$ cat src/rtl/display_scan_ctrl.sv
// Multiplexed 7-segment scan controller: double-buffered value, guard gap
// between digits, optional leading-zero blanking, shared external decoder.
module display_scan_ctrl #(
  parameter int DIGITS   = 4,
  parameter int PRESCALE = 50000,
  parameter int GUARD    = 2
) (
  input  logic                      clk,
  input  logic                      rst,
  input  logic [4*DIGITS-1:0]       value_in,
  input  logic                      load_valid,
  output logic                      load_ready,
  input  logic                      scan_en,
  input  logic                      lz_blank,
  output logic [3:0]                dec_num,
  input  logic [6:0]                dec_seg,
  output logic [6:0]                seg,
  output logic [DIGITS-1:0]         an,
  output logic [$clog2(DIGITS)-1:0] digit_idx,
  output logic                      frame_done
);
  localparam int IW   = $clog2(DIGITS);
  localparam int CMAX = (PRESCALE > GUARD) ? PRESCALE : GUARD;
  localparam int CW   = (CMAX > 1) ? $clog2(CMAX) : 1;

  typedef enum logic [1:0] {S_IDLE, S_SCAN, S_GUARD} state_t;

  state_t              state;
  logic [4*DIGITS-1:0] active;
  logic [4*DIGITS-1:0] pending;
  logic                pend_full;
  logic [CW-1:0]       pre_cnt;
  logic [DIGITS-1:0]   blank;
  logic                zero_run;
  logic                scan_last;
  logic                guard_last;
  logic                digit_last;
  logic                boundary;

  assign scan_last  = (pre_cnt == CW'(PRESCALE - 1));
  assign guard_last = (pre_cnt == CW'(GUARD - 1));
  assign digit_last = (digit_idx == IW'(DIGITS - 1));
  // Last guard cycle of the last digit; the following edge wraps to digit 0.
  assign boundary   = (state == S_GUARD) && guard_last && digit_last && scan_en;
  assign frame_done = boundary;
  assign load_ready = ~pend_full;

  always_ff @(posedge clk or posedge rst) begin
    if (rst) begin
      state     <= S_IDLE;
      active    <= '0;
      pending   <= '0;
      pend_full <= 1'b0;
      pre_cnt   <= '0;
      digit_idx <= '0;
    end else begin
      // A load taken on the boundary edge sees pend_full=0, so it waits a frame.
      if (pend_full && (state == S_IDLE || boundary)) begin
        active    <= pending;
        pend_full <= 1'b0;
      end else if (load_valid && !pend_full) begin
        pending   <= value_in;
        pend_full <= 1'b1;
      end

      if (!scan_en) begin
        state     <= S_IDLE;
        pre_cnt   <= '0;
        digit_idx <= '0;
      end else begin
        case (state)
          S_IDLE: begin
            state     <= S_SCAN;
            pre_cnt   <= '0;
            digit_idx <= '0;
          end
          S_SCAN: begin
            if (scan_last) begin
              state   <= S_GUARD;
              pre_cnt <= '0;
            end else begin
              pre_cnt <= pre_cnt + 1'b1;
            end
          end
          S_GUARD: begin
            if (guard_last) begin
              state     <= S_SCAN;
              pre_cnt   <= '0;
              digit_idx <= digit_last ? '0 : digit_idx + 1'b1;
            end else begin
              pre_cnt <= pre_cnt + 1'b1;
            end
          end
          default: state <= S_IDLE;
        endcase
      end
    end
  end

  // Digit i is blanked when it and every more-significant nibble are zero.
  always_comb begin
    blank    = '0;
    zero_run = 1'b1;
    for (int unsigned i = DIGITS - 1; i > 0; i--) begin
      zero_run = zero_run && (active[4*i +: 4] == 4'h0);
      blank[i] = lz_blank && zero_run;
    end
  end

  always_comb begin
    an      = '1;
    seg     = 7'h7F;
    dec_num = 4'h0;
    if (state == S_SCAN) begin
      an[digit_idx] = 1'b0;
      dec_num       = active[4*digit_idx +: 4];
      seg           = blank[digit_idx] ? 7'h7F : dec_seg;
    end
  end
endmodule
$ cat config.mk
export PLATFORM = sky130hd
export DESIGN_NAME = display_scan_ctrl
export DESIGN_NICKNAME = d
export VERILOG_FILES = /design/src/rtl/display_scan_ctrl.sv
export SDC_FILE = /design/constraint.sdc
export NUM_CORES = 1
export LEC_CHECK = 0
export ABC_AREA = 1
export BUFFER_PORTS_ARGS = -buffer_cell sky130_fd_sc_hd__buf_4
export CAP_MARGIN = 15
export CORE_ASPECT_RATIO = 1.2
export CORE_UTILIZATION = 51
export DETAILED_ROUTE_END_ITERATION = 8
export PLACE_DENSITY_LB_ADDON = 0.05
export SKIP_LAST_GASP = 1
export SLEW_MARGIN = 20
export SYNTH_ARGS = -nofsm -noshare
export SYNTH_HDL_FRONTEND = slang
export SYNTH_SLANG_ARGS = --single-unit
$ cat constraint.sdc
create_clock -name clk -period 1.69 [get_ports clk]
set_clock_uncertainty 0.1 [all_clocks]
set_input_delay 0.338 -clock clk [delete_from_list [all_inputs] [get_ports clk]]
set_output_delay 0.338 -clock clk [all_outputs]
set_load 0.05 [all_outputs]
### Word level (Yosys, flattened, before mapping)

Cells that the tools add are included.

* flip-flop bits (word level): 53
* bits of input ports: 28
* output and inout bits: 19
* word-level logic and storage cells: 66

* add/subtract/negate cells: 2
* $lt $le $gt $ge: 2
* eq/ne operators: 9
* shift operators: 1
* mux-type cells: 22
* bitwise operators: 3
* reduce and logical (&&, ||, !) cells: 21

Operators by type and width (number)
* 16-bit 2-to-1 mux: 3
* 16-bit one-hot mux with 3 select lines: 1
* 16-bit by 1-bit adder with 16-bit output (second input constant): 1
* 16-bit by 1-bit == test with 1-bit output (second input constant): 1
* 16-bit == test (second input constant): 1
* 16-bit by 5-bit indexed part select with 4-bit output: 1
* 7-bit 2-to-1 mux: 2
* 4-bit zero test: 3
* 2-bit 2-to-1 mux: 6
* 1-bit logical AND: 11
* 4-bit 2-to-1 mux: 2
* 3-bit != test (second input constant): 2
* 2-bit one-hot mux with 3 select lines: 1
* 2-bit AND reduction: 3
* 2-bit == test (second input constant): 2
* 1-bit 2-to-1 mux: 4
* 4-bit by 1-bit != test with 1-bit output (second input constant): 1
* 4-bit NOT: 1
* 2-bit one-hot mux with 2 select lines: 1
* 2-bit by 3-bit < comparator with 1-bit output (second input constant): 1
* 3-bit by 1-bit != test with 1-bit output (second input constant): 1
* 2-bit by 1-bit adder with 2-bit output (second input constant): 1
* 1-bit binary-select mux with 2-bit select: 1
* 1-bit demux with 2-bit select: 1
* other kinds (7): 8

### Depth between registers and ports, before layout

* depth in word-level cells: 8
* gate-level depth with buffers: 10
* gate-level depth less buffers: 10

### Least setup slack after synthesis

OpenSTA, ideal clock, no wires.

* kind: register to output
* start point: reg digit_idx[0]
* end point: out dec_num[1]
* data arrival time: 2.037 ns
* required time: 1.252 ns
* slack: -0.785 ns
* stages on the path, launching flop included: 5
* buffers on the path: 0
* cell sequence: dfrtp_1 > clkinv_1 > a21oi_1 > o21ai_0 > a21oi_1

* longest elaborated chain between the ends: 2

RTL lines
* start: declaration: RTL line 19 `output logic [$clog2(DIGITS)-1:0] digit_idx,`
* start signal: assignment: RTL line 89 `digit_idx <= digit_last ? '0 : digit_idx + 1'b1;`
* 16-bit by 5-bit indexed part select with 4-bit output: RTL line 116 `dec_num = active[4*digit_idx +: 4];`
* 4-bit 2-to-1 mux: RTL line 114 `if (state == S_SCAN) begin`
* end: declaration: RTL line 15 `output logic [3:0] dec_num,`

Every way passes these cells.

### Final worst setup path

* start point: reg active[4]
* end point: out seg[6]

* longest elaborated chain between the ends: 7

RTL lines
* start: declaration: RTL line 29 `logic [4*DIGITS-1:0] active;`
* start signal: assignment: RTL line 59 `active <= pending;`
* 4-bit zero test: RTL line 105 `zero_run = zero_run && (active[4*i +: 4] == 4'h0);`
* 1-bit logical AND: RTL line 105
* 1-bit logical AND: RTL line 106 `blank[i] = lz_blank && zero_run;`
* 1-bit binary-select mux with 2-bit select: RTL line 117 `seg = blank[digit_idx] ? 7'h7F : dec_seg;`
* 1-bit 2-to-1 mux (implied by the code): RTL line 117
* 7-bit 2-to-1 mux: RTL line 117
* 7-bit 2-to-1 mux: RTL line 114
* end: declaration: RTL line 17 `output logic [6:0] seg,`

Every way passes these cells. The select of a mux whose other input is x is not followed.

==> out/metrics.cfg <==
[power_and_ir_drop]
peakVddDrop_mv=1.009
p_per_area_mw_per_mm2=1499
power_frac_comb=0.553
p_leak_nw=1.977
clkPwrFrac=0.135
power.switching_mw=2.548
swShare=0.4050
intPower_mw=3.743
seqPwrFrac=0.312

[clock_tree]
clk_transition_reported_paths_ns=0.09
clock_path_buffers=2
numCtsBuffers=5
clock_latency_ns=0.30
cts_tree=built
cts.htree.levels=2
clock-root-buffer=clkbuf_8
cts_sinks=53

[synth]
seq_area_frac_synth=0.4587
yosys_register_bits=53
yosysUniqueCellTypes=27
synth.area.top_cells=dfrtp_1 46%, nand2_1 12%, nor2_1 6.4%, mux2_2 6.2%, nand3_1 5.5%
synth_edf_count=0
synth_cells=345
synthesis.nets=383
syn-cell-area_mm2=0.002892
async_flop_share=1.000
synth_top_area_frac=0.4587
synth-main-ff-cell=dfrtp_1
yosysWarnings=0
syn_avg_cell_area_um2=8.381
yosysTopAreaCell=dfrtp_1

[floorplanning]
pin_count=47
fp.dieW_um=70.74
die_area_mm2=0.005976
die_height_um=84.49
initial_utilization=0.5384
rows=29
design.core.area_mm2=0.005370

[timing]
fin_ws_ns=-0.3564
tightest_slew_ns=0.5196
fmax_ghz=0.4887
drv_slew=0
finalCriticalPeriod_ns=2.046
tns_ns=-8.189
hold_viol=0
fin_crit_sh=1.211
setup_violations=51
rsz0062_at_grt=yes
slew_headroom=0.6529

[detailed_routing]
avgRoutedWirePerCell_um=15.17
via_count=2602
vias_per_cell=5.152
drtPass1Iterations=4
final_antenna_net_count=0
wl_mm=7.663
dr.first_iter.drc_count=125
drc=0

[global_route]
grt_use_total=0.2422
grt_overflow=0
grt_pass1_wl_mm=11.43
first_global_vias=2567
antenna_found_initial=0
grt_max_degree=34

[cells_and_area]
fin_area_mm2=0.004198
area.growth.synth_to_final_pct=45.18
fin_nets=481
antenna_cells=0
drive_gt1_frac=0.4063

[placement]
placement.io_buffers=46
finalWeightedCongestion=0.8485
dp_hpwl_mm=4.741
dpl_cell_area_mm2=0.003642

[critical_path]
cp-startpoint=active[4]$_DFFE_PP0P_
critPathArrivalTime_ns=1.61
end_kind=primary output
startpoint_type=flop
crit_fanout=7
rr_startpoint=pre_cnt[0]$_DFFE_PP0P_
crit_type=flop to primary output
crit_required_ns=1.25

[min_path]
min-delay-start=value_in[7]
hp-class=primary input to flop

[flow_run]
max_cap_violations=0

[status]
status=finished, violations left
failed_checks=setup timing

==> timing repair <==
action,CTS,global route
pin swaps,3,17
hold endpoints to repair,20,0
cloned,1,4
setup endpoints to repair,44,50
hold buffers,1,0
buffers inserted,6,9
resized for setup,43,35
==> kinds of logic (layout without fill, tap and decap cells) <==
| family | Yosys count | after routing | share of synthesized area |
|---|---|---|---|
| simple gates | 190 | 191 | 0.2817 |
| flops | 53 | 53 | 0.4587 |
| buf+inv | 37 | 134 | 0.06231 |
| compound gates | 28 | 28 | 0.05799 |
| mux | 17 | 17 | 0.06577 |
| fa+ha+maj | 10 | 10 | 0.04327 |
| xor+xnor | 10 | 10 | 0.03029 |
==> metal layers <==
layer  wire [um]  part of all wire  vias to the layer above  track usage
li1            -                 -                     1301            -
met4         141             0.018                        0      0.07818
met2        4344              0.57                       49       0.4484
met1        3002              0.39                     1238       0.2806
met5           0                 0                        -            0
met3         175             0.023                       14      0.04202
==> synth_stat cells (all sizes together), types with 4 or more instances <==
library cell / count
clkbuf: 4
o21ai: 16
nand2: 93
nor2: 53
nand3: 32
nand3b: 7
ha: 10
nand4: 4
inv: 27
a21oi: 10
buf: 5
xor2: 7
mux2: 16
dfrtp: 53
==> worst max-delay path, stage by stage (launching register included) <==
cell and delay, ns:
dfrtp_1 0.44, nor2_4 0.14, nand4_1 0.10, nand2_1 0.08, nand4_1 0.10, buf_6 0.16
nand3b_1 0.11, buf_6 0.17
==> worst paths after layout <==
path                                                to  slack [ns]  cells past startpoint
worst min register to register   active[3]$_DFFE_PP0P_        0.38                      2
worst max register to register  pre_cnt[8]$_DFFE_PP0P_       -0.22                     10
min in group asynchronous       pre_cnt[5]$_DFFE_PP0P_        0.52                      3
worst min-delay path            pending[7]$_DFFE_PP0P_        0.16                      2
worst max-delay path                            seg[6]       -0.36                      7
max in group asynchronous        active[5]$_DFFE_PP0P_        0.45                      4
==> through the flow <==
stage / util / power, mW / setup slack, ns / hold WS, ns / instances
after floorplan: - / 3.732 / -0.3422 / 0.2994 / 345
after CTS: 0.7358 / 5.705 / -0.3664 / 0.1523 / 495
final: 0.7817 / 6.292 / -0.3564 / 0.1628 / 505
after global routing: 0.7817 / 6.641 / -0.4614 / 0.1463 / 505
after global placement: 0.6782 / 4.514 / -0.07235 / 0.2976 / 481
after detailed placement: 0.6782 / 4.578 / -0.04941 / 0.3024 / 481
==> power groups by stage <==
stage               clock [mW]  sequential [mW]  combinational (mW)
finish                   0.848             1.96                3.48
detailed placement           0             1.96                2.62
global route             0.914             2.02                3.71
CTS                      0.878             1.95                2.88
global placement             0             1.94                2.58
floorplan                    0             1.92                1.81
==> sequential cells by signal (all words and copies together) (netlist names) <==
name and cells:
digit_idx 2, state 2, active 16, pre_cnt 16, pending 16, pend_full 1
==> cell type report <==
cell class                 instances  area, um^2
sequential                        53        1331
fill                             387        1172
clock inverter                     2       35.03
timing repair buffer              99       945.9
multi-input combinational        256        1622
clock buffer                       5       68.82
tap                               62       77.57
inverter                          28       117.6
==> placed cells by master, fill, tap and decap left out, types with 5 or more instances in the layout <==
cell and n:
nand3_1 27, nand2_2 10, nand2_1 78, buf_6 18, buf_4 69, dfrtp_1 49
xor2_1 7, o21ai_0 8, nand3b_1 7, nand3_2 5, clkbuf_8 5, inv_1 22
o21ai_1 6, nor2_1 43, nand2_4 6, mux2_2 16, nor2_2 8, ha_4 5
No activity file was read; power rests on OpenSTA's default activity.
